`config.mk`:
```
export PLATFORM = sky130hd
export DESIGN_NAME = rob_commit_ctrl
export DESIGN_NICKNAME = d
export VERILOG_FILES = /design/src/rtl/rob_commit_ctrl_pkg.sv /design/src/rtl/rob_commit_ctrl_head_tracker.sv /design/src/rtl/rob_commit_ctrl.sv
export SDC_FILE = /design/constraint.sdc
export NUM_CORES = 1
export LEC_CHECK = 0
export ABC_CLOCK_PERIOD_IN_PS = 2440
export BUFFER_PORTS_ARGS = -buffer_cell sky130_fd_sc_hd__buf_4
export CELL_PAD_IN_SITES_DETAIL_PLACEMENT = 1
export CELL_PAD_IN_SITES_GLOBAL_PLACEMENT = 1
export CORE_ASPECT_RATIO = 1.2
export CORE_MARGIN = 10
export CORE_UTILIZATION = 31
export CTS_CLUSTER_DIAMETER = 120
export DETAILED_ROUTE_END_ITERATION = 10
export PLACE_DENSITY_LB_ADDON = 0.1
export SETUP_SLACK_MARGIN = 0.2
export SLEW_MARGIN = 25
export SYNTH_ARGS = -nofsm -noshare
export SYNTH_HDL_FRONTEND = slang
export SYNTH_SLANG_ARGS = --single-unit
```
`constraint.sdc`:
```
create_clock -name clk -period 2.44 [get_ports clk]
set_clock_uncertainty 0.2 [all_clocks]
set_input_delay 0.122 -clock clk [delete_from_list [all_inputs] [get_ports clk]]
set_output_delay 0.122 -clock clk [all_outputs]
set_load 0.02 [all_outputs]
```
`src/rtl/rob_commit_ctrl_pkg.sv`:
```
// Shared definitions for the ROB commit sequencer: default widths,
// the "no exception" code, FSM state encodings and the EPC helper.
package rob_commit_ctrl_pkg;

    localparam int ROB_ADDR_WIDTH = 4;
    localparam int EXC_TYPE_WIDTH = 8;
    localparam int HOLD_CYCLES    = 2;
    localparam int EXC_NONE       = 0;

    localparam logic [1:0] ST_RUN   = 2'd0;
    localparam logic [1:0] ST_FLUSH = 2'd1;
    localparam logic [1:0] ST_HOLD  = 2'd2;

    // A delay-slot instruction reports the PC of its branch as EPC.
    function automatic logic [31:0] calc_epc(input logic [31:0] pc, input logic is_ds);
        return is_ds ? (pc - 32'd4) : pc;
    endfunction

endpackage

```
`src/rtl/rob_commit_ctrl_head_tracker.sv`:
```
// Internal copy of the ROB head pointer plus the retired-instruction counter.
module rob_commit_ctrl_head_tracker
    import rob_commit_ctrl_pkg::*;
#(
    parameter int ADDR_W = rob_commit_ctrl_pkg::ROB_ADDR_WIDTH
) (
    input  logic              clk,
    input  logic              rst,
    input  logic              i_inc,
    input  logic              i_clr,
    output logic [ADDR_W-1:0] o_head_ptr,
    output logic [31:0]       o_commit_count
);

    logic [ADDR_W-1:0] r_head_ptr;
    logic [31:0]       r_commit_count;

    // Head pointer follows commits (wrapping naturally) and returns to 0 on flush.
    always_ff @(posedge clk) begin
        if (!rst) begin
            r_head_ptr <= '0;
        end else if (i_clr) begin
            r_head_ptr <= '0;
        end else if (i_inc) begin
            r_head_ptr <= r_head_ptr + 1'b1;
        end
    end

    // Retired-instruction counter; exceptions never pulse i_inc so are not counted.
    always_ff @(posedge clk) begin
        if (!rst) begin
            r_commit_count <= '0;
        end else if (i_inc) begin
            r_commit_count <= r_commit_count + 32'd1;
        end
    end

    assign o_head_ptr     = r_head_ptr;
    assign o_commit_count = r_commit_count;

endmodule

```
`src/rtl/rob_commit_ctrl.sv`:
```
// ROB commit-stage sequencer: in-order retirement into the register file,
// precise exception flush with EPC correction, and mispredict erase arbitration.
module rob_commit_ctrl
    import rob_commit_ctrl_pkg::*;
#(
    parameter int ROB_ADDR_WIDTH = rob_commit_ctrl_pkg::ROB_ADDR_WIDTH,
    parameter int EXC_TYPE_WIDTH = rob_commit_ctrl_pkg::EXC_TYPE_WIDTH,
    parameter int HOLD_CYCLES    = rob_commit_ctrl_pkg::HOLD_CYCLES
) (
    input  logic                      clk,
    input  logic                      rst,
    input  logic                      can_commit,
    input  logic                      head_reg_write_en_in,
    input  logic [4:0]                head_reg_write_addr_in,
    input  logic [31:0]               head_reg_write_data_in,
    input  logic [EXC_TYPE_WIDTH-1:0] head_exception_type_in,
    input  logic                      head_is_delayslot_in,
    input  logic [31:0]               head_pc_in,
    input  logic                      stall,
    input  logic                      br_flush_en,
    input  logic [ROB_ADDR_WIDTH-1:0] br_flush_from_addr,
    output logic                      commit_en,
    output logic                      erase_en,
    output logic [ROB_ADDR_WIDTH-1:0] erase_from_addr,
    output logic                      rf_write_en,
    output logic [4:0]                rf_write_addr,
    output logic [31:0]               rf_write_data,
    output logic                      exc_en,
    output logic [EXC_TYPE_WIDTH-1:0] exc_type,
    output logic [31:0]               exc_epc,
    output logic                      exc_is_delayslot,
    output logic                      busy,
    output logic [31:0]               commit_count
);

    // Counter must hold HOLD_CYCLES; keep at least one bit when HOLD_CYCLES is 0.
    localparam int HOLD_W = (HOLD_CYCLES < 1) ? 1 : $clog2(HOLD_CYCLES + 1);

    logic [1:0]                r_state;
    logic [HOLD_W-1:0]         r_hold_cnt;
    logic                      r_rf_we;
    logic [4:0]                r_rf_addr;
    logic [31:0]               r_rf_data;
    logic                      r_exc_en;
    logic [EXC_TYPE_WIDTH-1:0] r_exc_type;
    logic [31:0]               r_exc_epc;
    logic                      r_exc_bd;

    logic                      w_in_run;
    logic                      w_exc_hit;
    logic                      w_exc_fire;
    logic                      w_br_take;
    logic                      w_commit;
    logic                      w_erase;
    logic [ROB_ADDR_WIDTH-1:0] w_erase_from;
    logic [ROB_ADDR_WIDTH-1:0] w_head_ptr;
    logic [31:0]               w_commit_count;
    logic [HOLD_W-1:0]         w_hold_next;

    // Commit/erase decode; an exception at the head takes priority over a mispredict.
    always_comb begin
        w_in_run     = rst && (r_state == ST_RUN);
        w_exc_hit    = can_commit && (head_exception_type_in != EXC_TYPE_WIDTH'(EXC_NONE));
        w_exc_fire   = w_in_run && w_exc_hit && !stall;
        w_commit     = w_in_run && can_commit && !stall && !w_exc_hit;
        w_br_take    = w_in_run && br_flush_en && !w_exc_fire;
        w_erase      = w_exc_fire || w_br_take;
        w_erase_from = '0;
        if (w_exc_fire) begin
            w_erase_from = w_head_ptr;
        end else if (w_br_take) begin
            w_erase_from = br_flush_from_addr;
        end
        w_hold_next  = r_hold_cnt - 1'b1;
    end

    // RUN -> FLUSH on exception, FLUSH lasts one cycle, HOLD blocks commit for the redirect.
    always_ff @(posedge clk) begin
        if (!rst) begin
            r_state    <= ST_RUN;
            r_hold_cnt <= '0;
        end else begin
            case (r_state)
                ST_RUN: begin
                    if (w_exc_fire) begin
                        r_state <= ST_FLUSH;
                    end
                end
                ST_FLUSH: begin
                    r_hold_cnt <= HOLD_W'(HOLD_CYCLES);
                    r_state    <= (HOLD_CYCLES == 0) ? ST_RUN : ST_HOLD;
                end
                ST_HOLD: begin
                    r_hold_cnt <= w_hold_next;
                    if (w_hold_next == '0) begin
                        r_state <= ST_RUN;
                    end
                end
                default: begin
                    r_state <= ST_RUN;
                end
            endcase
        end
    end

    // Register-file write port, valid the cycle after the commit.
    always_ff @(posedge clk) begin
        if (!rst) begin
            r_rf_we   <= 1'b0;
            r_rf_addr <= '0;
            r_rf_data <= '0;
        end else begin
            r_rf_we <= w_commit && head_reg_write_en_in;
            if (w_commit) begin
                r_rf_addr <= head_reg_write_addr_in;
                r_rf_data <= head_reg_write_data_in;
            end
        end
    end

    // Exception request: latch head fields at the flush and pulse exc_en for one cycle.
    always_ff @(posedge clk) begin
        if (!rst) begin
            r_exc_en   <= 1'b0;
            r_exc_type <= '0;
            r_exc_epc  <= '0;
            r_exc_bd   <= 1'b0;
        end else begin
            r_exc_en <= w_exc_fire;
            if (w_exc_fire) begin
                r_exc_type <= head_exception_type_in;
                r_exc_epc  <= calc_epc(head_pc_in, head_is_delayslot_in);
                r_exc_bd   <= head_is_delayslot_in;
            end
        end
    end

    rob_commit_ctrl_head_tracker #(
        .ADDR_W (ROB_ADDR_WIDTH)
    ) u_head_tracker (
        .clk            (clk),
        .rst            (rst),
        .i_inc          (w_commit),
        .i_clr          (r_state == ST_FLUSH),
        .o_head_ptr     (w_head_ptr),
        .o_commit_count (w_commit_count)
    );

    assign commit_en        = w_commit;
    assign erase_en         = w_erase;
    assign erase_from_addr  = w_erase_from;
    assign rf_write_en      = r_rf_we;
    assign rf_write_addr    = r_rf_addr;
    assign rf_write_data    = r_rf_data;
    assign exc_en           = r_exc_en;
    assign exc_type         = r_exc_type;
    assign exc_epc          = r_exc_epc;
    assign exc_is_delayslot = r_exc_bd;
    assign busy             = (r_state != ST_RUN);
    assign commit_count     = w_commit_count;

endmodule

```
---- Word-level counts from Yosys, hierarchy flattened ----
Index checks and enable logic that the tools add are counted.
Widths: inputs -> output; s select.
storage, ports and cells
  bits in writable memories ............... 0
  bits of input ports ..................... 88
  output and inout bits ................... 119
  register bits after elaboration ......... 120
  ROM bits ................................ 0
  memories ................................ 0
  logic and storage cells ................. 48
  bits in latches ......................... 0
operators by class
  shift-type cells ........................ 0
  div/mod/pow operators ................... 0
  bitwise operators ....................... 1
  mux-type cells .......................... 7
  $add $sub $neg .......................... 4
  reduce and logical (&&, ||, !) cells .... 21
  $mul .................................... 0
  magnitude comparators ................... 0
  equality and inequality tests ........... 4
operator list
  kind                   number
  $add 32x1->32 const B  1
  $mux 32                1
  $sub 32x3->32 const B  1
  $logic_and 1x1->1      10
  $mux 4                 2
  $reduce_bool 8->1      1
  $pmux 2 s3             1
  $add 4x1->4 const B    1
  $logic_not 2->1        2
  $mux 2                 2
  $ne 2x2->1 const B     2
  $pmux 2 s2             1
  $reduce_bool 2->1      2
  $logic_not 1->1        3
  $eq 2x1->1 const B     1
  $eq 2x2->1 const B     1
  $reduce_and 2->1       1
  $reduce_or 2->1        1
  $sub 2x1->2 const B    1
  $logic_or 1x1->1       1
  $not 1->1              1

---- Depth between registers and ports, before layout ----
Gate-level depths: netlist of run 1.
  depth after elaboration ................. 8
  depth in mapped cells ................... 10
  gate-level depth less buffers ........... 8

---- Modules after synthesis ----
From an unflattened synthesis of run 1, not the netlist that was laid out.
unflattened totals
  cells, all modules ...................... 675
  area, all modules ....................... 5512.8 µm²
by module, submodules not included
  module                        times used  cells an instance  area an instance (µm²)  seq. area each (µm²)
  rob_commit_ctrl               1           474                3769.9                  1681.6
  rob_commit_ctrl_head_tracker  1           201                1742.9                  720.7

---- Worst setup path after synthesis of run 1 ----
No wires, ideal clock.
  kind .................................... register -> output
  start point ............................. register r_state[0]
  end point ............................... output port erase_from_addr[0]
  slack ................................... -7 ps
  path buffers ............................ 3
  data arrival time ....................... 2125 ps
  stages on the path, launching flop included .. 11
  data required time ...................... 2118 ps
  path through ............................ dfxtp_1 -> inv_1 -> ha_1 -> and4b_1 -> clkbuf_1 -> o21ai_0 -> inv_1 -> clkbuf_1 -> clkbuf_1 -> nand2_1 -> nand2_1
on the way
  word-level cells in the longest chain between the ends .. 8
  elaborated cells on any way between the ends .. 9
  classes of those cells .................. mux: 2; reduce/logical: 7
ends and longest elaborated chain
  item                             RTL line               source
  from (decl)                      rob_commit_ctrl.sv:39  logic [1:0] r_state;
  from (signal assigned)           rob_commit_ctrl.sv:91  r_state <= (HOLD_CYCLES == 0) ? ST_RUN : ST_HOLD;
  $logic_not 2->1 *                rob_commit_ctrl.sv:62  w_in_run = rst && (r_state == ST_RUN);
  $logic_and 1x1->1 *              rob_commit_ctrl.sv:62
  $logic_and 1x1->1 (2 in series)  rob_commit_ctrl.sv:64  w_exc_fire = w_in_run && w_exc_hit && !stall;
  $logic_not 1->1                  rob_commit_ctrl.sv:66  w_br_take = w_in_run && br_flush_en && !w_exc_fire;
  $logic_and 1x1->1                rob_commit_ctrl.sv:66
  $mux 4                           rob_commit_ctrl.sv:71  end else if (w_br_take) begin
  $mux 4 *                         rob_commit_ctrl.sv:69  if (w_exc_fire) begin
  to (decl)                        rob_commit_ctrl.sv:24  output logic [ROB_ADDR_WIDTH-1:0] erase_from_addr,
Every way passes the cells marked *; elsewhere a longest branch is shown, timed or not.

---- Worst setup path after layout of run 1 ----
  start point ............................. register r_state[1]
  end point ............................... register u_head_tracker.r_commit_count[24] (netlist: u_head_tracker.o_commit_count[24])
on the way
  word-level cells in the longest chain between the ends .. 5
ends and longest elaborated chain
  item                             RTL line                            source
  $logic_not 2->1                  rob_commit_ctrl.sv:62
  $logic_and 1x1->1                rob_commit_ctrl.sv:62
  $logic_and 1x1->1 (3 in series)  rob_commit_ctrl.sv:65               w_commit = w_in_run && can_commit && !stall && !w_exc_hit;
  to (signal assigned)             rob_commit_ctrl_head_tracker.sv:34  r_commit_count <= r_commit_count + 32'd1;
  to (decl)                        rob_commit_ctrl_head_tracker.sv:16  logic [31:0] r_commit_count;
No other way between the ends.
A chain may end at the register's enable or synchronous reset.

==> flow_summary.yaml, run 1 <==
cells_and_area:
  antenna_cells: 0
  finalNetCount: 1053
  utilization: 0.547
  final_layout_size_suffix_gt1_frac: 0.322
  finalNonFillerCells: 1180
  area.growth.synth_to_final_pct: 72.0
  final_area_sq_um: 8930
placed_design:
  hpwl_um: 14800
  place_inst: 1044
  place_area_sq_um: 7130
  place.gp.congestion: 0.775
  io_buffers: 206
synthesis:
  yosysUniqueCellTypes: 38
  synth_top_area_frac: 0.463
  syn_area_sq_um: 5190
  yosysTopAreaCell: "dfxtp_1"
  yosysWarnings: 0
  synth_seq_area_share: 0.463
  synth_fp_nets: 730
  synth-edff-count: 0
  synth_area_leaders: "dfxtp_1 (46%), nand2_1 (9.5%), a21oi_1 (8.5%)"
  synthCells: 634
  syn_avg_cell_area_sq_um: 8.19
  synth_ff_type: "dfxtp_1"
  synthArstFlopShare: 0
  yosys_register_bits: 120
sta:
  rsz0062_at_grt: "true"
  drv_slew: 0
  worstMarginPinSlew_ns: 0.461
  hold_viol: 0
  slew_headroom: 0.690
  setup_tns_ns: 0
  fmax_mhz: 456
  setup_viol: 0
  min_period_ns: 2.19
  period_share: 0.898
pwr:
  ir_worst_vdd_mv: 0.403
  p_per_area_nw_per_um2: 648
  p_leak_nw: 3.76
route:
  drtIter0Drc: 257
  wl_per_cell_um: 18.1
  dr.pass1.iters: 4
  wl_um: 21300
  drc: 0
  via_per_inst: 4.89
  ant_nets: 0
  vias: 5776
worst_setup_path:
  critPathArrivalTime_ns: 2.32
  critical_path_class: "register to register"
  cp.required_ns: 2.57
  endpoint_kind: "register"
  crit_fanout: 6
  critPathLaunchType: "register"
clocking:
  clockBufferDepth: 2
  root_buffer: "clkbuf_16"
  clk_latency_ns: 0.41
  numClockSinks: 120
  cts_tree: "built"
  clk_pin_slew_ns: 0.06
  htree_levels: 4
  cts_buffers: 17
floorplan:
  core_area_sq_um: 16300
  initial_core_util: 0.318
  die_h_um: 162
  fp.dieArea_sq_um: 22400
  fp-row-count: 51
  die_w_um: 138
  ios: 207
run:
  max_cap_violations: 0
global_route:
  grt_overflow_total: 0
  grt_max_degree: 43
  grt_pass1_wl_um: 33300
  track_usage: 0.180
  grt_pass1_vias: 6324
  antenna_found_initial: 1
run_status:
  status: "finished, final reports clean"
worst_hold_path:
  hold_class: "primary input to register"
-- final cells by class --
class	instances	area [sq um]
fillers	1912	7400
repair buffers	339	2880
multi-input cells	462	2690
flip-flops and latches	120	2400
clock buffers	20	457
well taps	212	265
clock inverters	10	175
inverters	17	66.3
-- synth_stat cells (all sizes together), types with 2 or more instances --
master / instances
nand3: 17
a21oi: 88
nor2: 38
inv: 17
ha: 8
nor2b: 3
buf: 8
nor4: 11
o31ai: 4
nand2b: 3
clkbuf: 27
xnor2: 17
o21ai: 34
nand3b: 6
nand2: 132
and3: 3
or3: 12
a211oi: 6
dfxtp: 120
and4: 2
nand4b: 4
nor3: 7
xor2: 31
nand4: 20
or4: 7
and2: 3
-- cell families after synthesis --
| group | after synthesis | share of synthesized area |
|---|---|---|
| AO/OA/AOI/OAI | 135 | 0.136 |
| XOR/XNOR | 48 | 0.0809 |
| adder cells (fa/ha/maj) | 8 | 0.0193 |
| buffers and inverters | 52 | 0.0385 |
| flip-flops | 120 | 0.463 |
| AND/OR/NAND/NOR | 271 | 0.262 |
-- metal layers --
layer	wire length, um	vias to the layer above	track usage
met3	1470	15	0.0718
met2	11200	155	0.332
met5	20	-	0
met1	8360	2775	0.186
li1	-	2829	-
met4	234	2	0.0480
-- worst paths after layout --
| kind | from | end | slack (ns) | depth (start not counted) |
|---|---|---|---|---|
| setup / recovery | r_state[1] | u_head_tracker.o_commit_count[24] | 0.25 | 8 |
| hold / removal | head_pc_in[3] | exc_epc[3] | 0.02 | 6 |
| setup reg to reg | r_state[1] | u_head_tracker.o_commit_count[24] | 0.25 | 8 |
| hold reg to reg | rf_write_data[5] | rf_write_data[5] | 0.25 | 2 |
-- sequential cells by signal (all words and copies together), names as in the netlist --
name and count:
exc_epc 32, u_head_tracker.o_head_ptr 4, exc_is_delayslot 1, exc_en 1, rf_write_addr 5, u_head_tracker.o_commit_count 32
rf_write_data 32, r_hold_cnt 2, r_state 2, exc_type 8, rf_write_en 1
-- stage by stage --
| step | worst slack (ns) | hold slack, ns | total power (W) |
|---|---|---|---|
| after floorplan | 0.223 | 0.0437 | 0.00247 |
| after global placement | 0.0976 | 0.127 | 0.00283 |
| after detailed placement | 0.0233 | 0.151 | 0.00285 |
| after CTS | 0.211 | 0.00575 | 0.00577 |
| after global routing | 0.139 | 0.0737 | 0.00601 |
| final | 0.249 | 0.0207 | 0.00579 |
-- worst max-delay path: stages (launching register included) --
cell     delay, ns
dfxtp_2       0.32
inv_2         0.07
ha_4          0.15
and4b_2       0.32
buf_6         0.13
and4_1        0.18
nand4_1       0.21
or3_1         0.38
a21oi_1       0.14
-- timing repair --
action                                  4_1_cts  5_1_grt
setup buffers                                 8        9
hold buffers                                 87        0
pin swaps                                     2        8
gates resized for setup                      10       25
endpoints found under the setup margin       67       46
gates cloned                                  1        1
endpoints found under the hold margin        81        0
-- power by group --
| group | internal, W | total, W | switching, W |
|---|---|---|---|
| Clock | 0.00185 | 0.00273 | 0.000881 |
| Combinational | 0.000495 | 0.000966 | 0.000471 |
| Sequential | 0.00205 | 0.00209 | 0.0000469 |
-- layout by cell type (no fill, tap or decap), types with 12 or more instances in the layout --
cell type	instances
a21oi_1	87
buf_4	239
clkbuf_16	18
dfxtp_1	118
dlygate4sd3_1	87
inv_1	12
nand2_1	126
nand3_1	15
nand4_1	18
nor2_1	38
o21ai_0	33
or3_1	12
xnor2_1	17
xor2_1	31
(Power assumes the default switching activity.)
==> run 2, diff against run 1 <==
--- a/config.mk
+++ b/config.mk
@@ -5,6 +5,7 @@
 export SDC_FILE = /design/constraint.sdc
 export NUM_CORES = 1
 export LEC_CHECK = 0
+export ABC_AREA = 1
 export ABC_CLOCK_PERIOD_IN_PS = 2440
 export BUFFER_PORTS_ARGS = -buffer_cell sky130_fd_sc_hd__buf_4
 export CELL_PAD_IN_SITES_DETAIL_PLACEMENT = 1
==> flow_summary.yaml, run 2 <==
run_status:
  status: "finished, final reports clean"
synthesis:
  yosysWarnings: 0
  yosysTopAreaCell: "dfxtp_1"
  synthTopCellsByCount: "nor2_1 (233), nand2_1 (204), dfxtp_1 (120)"
  yosys_register_bits: 120
  synth_fp_nets: 1005
  yosysMostFrequentCell: "nor2_1"
  synthCells: 909
  synth_ff_type: "dfxtp_1"
  yosysUniqueCellTypes: 35
  syn_avg_cell_area_sq_um: 6.62
  synth_top_area_frac: 0.399
  synth_seq_area_share: 0.399
  synthArstFlopShare: 0
  synth-edff-count: 0
  synth_area_leaders: "dfxtp_1 (40%), nor2_1 (15%), nand2_1 (13%)"
  syn_area_sq_um: 6020
clocking:
  clockBufferDepth: 2
  cts_buffers: 17
  clk_pin_slew_ns: 0.06
  clk_latency_ns: 0.42
  numClockSinks: 120
  cts_tree: "built"
  root_buffer: "clkbuf_16"
  htree_levels: 4
worst_setup_path:
  crit_chain: "dlygate4sd3_1 > buf_4 > nor2_2 > nand2_2 > nor2_8 > nor2_8 > or2_4 > o22ai_2 > buf_6"
  critical_path_class: "primary input to output port"
  crit_fanout: 5
  cp.required_ns: 2.12
  critPathArrivalTime_ns: 1.88
  critPathLaunchType: "primary input"
  critPathBufInv: 3
  max_stage_delay_ns: 0.57
  endpoint_kind: "output port"
  cp_top_family: "buffers and inverters"
  critPathSlowestCell: "dlygate4sd3_1"
  crit_top_cell: "nor2_8"
route:
  wl_per_cell_um: 16.2
  drc: 0
  wl_um: 24100
  drtIter0Drc: 194
  via_per_inst: 4.65
  dr.pass1.iters: 4
  ant_nets: 0
  vias: 6890
floorplan:
  fp-row-count: 55
  die_w_um: 147
  fp.dieArea_sq_um: 25400
  die_h_um: 173
  core_area_sq_um: 19000
  ios: 207
  initial_core_util: 0.317
cells_and_area:
  regArea_sq_um: 2410
  fill_cells: 2435
  final_area_sq_um: 9490
  area.growth.synth_to_final_pct: 57.6
  antenna_cells: 0
  final_layout_size_suffix_gt1_frac: 0.242
  final_cell_mix: "nor2_1 (231), buf_4 (225), nand2_1 (202)"
  finalNonFillerCells: 1481
  layout_commonest_cell: "nor2_1"
  finalNetCount: 1308
  multiInputGateArea_sq_um: 3250
sta:
  rsz0062_at_grt: "true"
  hold_viol: 0
  setup_tns_ns: 0
  slew_headroom: 0.468
  setup_viol: 0
  worstMarginPinSlew_ns: 0.799
  drv_slew: 0
  period_share: 0.901
  min_period_ns: 2.20
  fmax_mhz: 455
global_route:
  track_usage: 0.185
  grt_max_degree: 83
  antenna_found_initial: 0
  grt_overflow_total: 0
  grt_pass1_vias: 7298
  grt_pass1_wl_um: 38600
placed_design:
  place_inst: 1348
  io_buffers: 206
  place.gp.congestion: 0.797
  place_area_sq_um: 7800
  hpwl_um: 17200
pwr:
  ir_worst_vdd_mv: 0.473
  p_per_area_nw_per_um2: 609
  p_leak_nw: 4.15
run:
  max_cap_violations: 0
worst_hold_path:
  hold_class: "primary input to register"
run 2: cell count changes in the layout (fill, tap and decap cells not counted), sizes merged, moves of 14 or more:
cell   delta
nand2    +73
o21ai    +51
nor2    +202
nand3    +14
xor2     -17
a21oi    -40
inv      +59
buf      -20
run 2: routing by layer:
metal,track usage,routed length [um]
met5,0,0
met4,0.0616,436
met3,0.0520,1260
met2,0.346,13000
met1,0.192,9390
run 2: final cells by class:
| class | instances | share of cell area |
|---|---|---|
| clock inverter | 14 | 0.0195 |
| timing repair buffer | 315 | 0.274 |
| tap | 256 | 0.0338 |
| clock buffer | 18 | 0.0452 |
| sequential | 120 | 0.254 |
| inverter | 72 | 0.0306 |
| multi-input combinational | 686 | 0.343 |
run 2: worst register-to-register path, delay by kind of cell (launching register included):
family,cells,cell delay (ns)
xor+xnor,1,0.14
fa+ha+maj,1,0.28
buf+inv,2,0.17
flops,1,0.43
simple gates,5,0.71
run 2: logic make-up (layout without fill, tap and decap cells):
kind of cell | Yosys count | in the layout | synth area share
DFF | 120 | 120 | 0.399
and+or+nand+nor | 514 | 514 | 0.362
xor gates and xnor gates | 18 | 18 | 0.0262
AOI/OAI and AO/OA | 146 | 146 | 0.126
adders and majority gates | 8 | 8 | 0.0166
buffers and inverters | 103 | 419 | 0.0707
run 2: timing repair:
action | 4_1_cts | 5_1_grt
buffers inserted | 6 | 11
gates resized for setup | 13 | 19
pin swaps | 3 | 5
hold endpoints to repair | 89 | 0
hold buffers | 84 | 0
endpoints found under the setup margin | 8 | 8
run 2: final timing paths:
path,from,to,slack (ns),depth (start not counted)
max,head_exception_type_in[1],erase_from_addr[0],0.24,9
min,can_commit,u_head_tracker.o_commit_count[28],0.09,6
max reg2reg,u_head_tracker.o_commit_count[0],u_head_tracker.o_commit_count[12],0.40,9
min reg2reg,u_head_tracker.o_head_ptr[3],u_head_tracker.o_head_ptr[3],0.27,2
run 2: per-stage QoR:
step | hold slack [ns] | power, W | utilization | worst slack (ns)
floorplan | 0.0342 | 0.00256 | - | 0.358
global placement | 0.141 | 0.00293 | 0.411 | 0.261
detailed placement | 0.153 | 0.00295 | 0.411 | 0.188
CTS | 0.0728 | 0.00581 | 0.492 | 0.209
global route | 0.113 | 0.00604 | 0.499 | 0.178
finish | 0.0911 | 0.00577 | 0.499 | 0.242
run 2: power breakdown:
part | internal, W | total [W] | leakage [nW] | switching, W
registers | 0.00206 | 0.00211 | 0.973 | 0.0000543
clock network | 0.00163 | 0.00265 | 0.297 | 0.00102
logic | 0.000485 | 0.00101 | 2.88 | 0.000528
total | 0.00417 | 0.00577 | 4.15 | 0.00160
==> run 3, diff against run 2 <==
--- a/config.mk
+++ b/config.mk
@@ -15,9 +15,10 @@
 export CORE_UTILIZATION = 31
 export CTS_CLUSTER_DIAMETER = 120
 export DETAILED_ROUTE_END_ITERATION = 10
+export GPL_TIMING_DRIVEN = 0
 export PLACE_DENSITY_LB_ADDON = 0.1
 export SETUP_SLACK_MARGIN = 0.2
-export SLEW_MARGIN = 25
+export SLEW_MARGIN = 15
 export SYNTH_ARGS = -nofsm -noshare
 export SYNTH_HDL_FRONTEND = slang
 export SYNTH_SLANG_ARGS = --single-unit
==> flow_summary.yaml, run 3 (synthesis gave the netlist of run 2 again) <==
global_route:
  grt_max_degree: 17
  grt_pass1_vias: 7612
  track_usage: 0.195
  grt_pass1_wl_um: 40200
  grt_overflow_total: 0
  antenna_found_initial: 0
floorplan:
  fp-row-count: 55
  die_w_um: 147
  ios: 207
  initial_core_util: 0.317
  core_area_sq_um: 19000
  fp.dieArea_sq_um: 25400
  die_h_um: 173
cells_and_area:
  layout_commonest_cell: "nor2_1"
  finalNetCount: 1330
  antenna_cells: 0
  area.growth.synth_to_final_pct: 59.4
  multiInputGateArea_sq_um: 3270
  regArea_sq_um: 2400
  final_layout_size_suffix_gt1_frac: 0.245
  final_cell_mix: "nor2_1 (230), buf_4 (222), nand2_1 (204)"
  fill_cells: 2435
placed_design:
  io_buffers: 205
  place.gp.congestion: 0.862
  hpwl_um: 18700
worst_setup_path:
  crit_fanout: 6
  reg2regPathDepth: 11
  critPathLaunchType: "register"
  reg2reg_to: "exc_epc[11]"
  endpoint_kind: "output port"
  r2r_setup_slack_ns: 0.35
  reg2reg_from: "r_state[0]"
  crit_end: "erase_from_addr[1]"
  critical_path_class: "register to output port"
  critPathArrivalTime_ns: 1.94
  crit_start: "r_state[0]"
  cp.required_ns: 2.12
sta:
  whs_ns: -0.0101
  setup_tns_ns: 0
  min_period_ns: 2.27
  worstMarginPinSlew_ns: 0.723
  setup_viol: 0
  hold_viol: 1
  fmax_mhz: 441
  slew_headroom: 0.518
  period_share: 0.929
  rsz0062_at_grt: "true"
  drv_slew: 0
pwr:
  power_frac_seq: 0.362
  p_per_area_nw_per_um2: 605
  p_int_w: 0.00418
  netSwitchingPower_w: 0.00163
  p_sw_frac: 0.280
  p_total_w: 0.00581
  p_leak_nw: 4.22
  clkPwrFrac: 0.460
  power_frac_comb: 0.178
  ir_worst_vdd_mv: 0.503
route:
  via_per_inst: 4.68
  wl_um: 24900
  dr.pass1.iters: 4
  vias: 7031
  ant_nets: 0
  drtIter0Drc: 155
  wl_per_cell_um: 16.6
  drc: 0
run:
  max_cap_violations: 0
worst_hold_path:
  hold_class: "primary input to register"
  hold_start: "rst"
clocking:
  clockBufferDepth: 2
  root_buffer: "clkbuf_16"
  clk_pin_slew_ns: 0.06
  cts_buffers: 17
  cts_tree: "built"
  numClockSinks: 120
  htree_levels: 4
  clk_latency_ns: 0.43
run_status:
  violations: "hold timing"
  status: "finished, violations left"
run 3: changes by cell type in the layout (fill, tap and decap cells not counted), moves of 3 or more:
cell and delta:
clkbuf_1 +15, buf_2 +8, buf_4 -3, buf_8 +3
run 3: per-stage QoR:
stage	instance area [sq um]	hold slack (ns)	instances	util	worst slack, ns
2_1_floorplan	6020	0.0342	909	-	0.358
3_3_place_gp	7880	0.140	1370	0.415	0.180
3_5_place_dp	7880	0.144	1370	0.415	0.0898
4_1_cts	9490	0.00196	1498	0.500	0.147
5_1_grt	9600	0.0184	1503	0.505	0.114
6_report	9600	-0.0101	1503	0.505	0.174
run 3: worst min path at each step:
stage	to	slack, ns	depth (start not counted)
global placement	rf_write_en	0.14	3
CTS	u_head_tracker.o_commit_count[2]	0.002	3
floorplan	rf_write_en	0.03	2
finish	u_head_tracker.o_commit_count[2]	-0.01	3
detailed placement	rf_write_en	0.14	3
global route	u_head_tracker.o_commit_count[2]	0.02	3
run 3: final cells by class:
class,instances,area share
flip-flops and latches,120,0.251
well taps,256,0.0334
clock inverters,14,0.0194
multi-input cells,686,0.340
plain buffers,31,0.0190
inverters,72,0.0295
clock buffers,18,0.0447
repair buffers,306,0.263
run 3: timing repair:
| action | 4_1_cts | 5_1_grt |
|---|---|---|
| hold endpoints to repair | 79 | 0 |
| pin swaps | 4 | 3 |
| gates resized for setup | 22 | 18 |
| buffers inserted | 13 | 5 |
| hold buffers | 83 | 0 |
| setup endpoints to repair | 6 | 16 |
run 3: layer usage:
| layer | track usage | up-vias | wire, um |
|---|---|---|---|
| li1 | - | 3556 | - |
| met1 | 0.204 | 3288 | 9830 |
| met2 | 0.361 | 151 | 13100 |
| met3 | 0.0528 | 36 | 1350 |
| met4 | 0.0720 | 0 | 571 |
| met5 | 0 | - | 0 |
run 3: critical path, cell delays in order, from the launching register on:
cell     delay (ns)
dfxtp_2        0.34
inv_2          0.05
ha_4           0.16
nand3_4        0.08
nor2_8         0.04
inv_4          0.07
nor2_8         0.06
buf_6          0.12
or2_4          0.26
o21ai_2        0.18
buf_6          0.15
run 3: power by group through the flow:
stage | logic [W] | clock network (W) | registers (W)
2_1_floorplan | 0.000332 | 0 | 0.00223
3_3_place_gp | 0.000818 | 0 | 0.00214
3_5_place_dp | 0.000830 | 0 | 0.00214
4_1_cts | 0.00102 | 0.00273 | 0.00210
5_1_grt | 0.00114 | 0.00281 | 0.00211
6_report | 0.00104 | 0.00267 | 0.00210
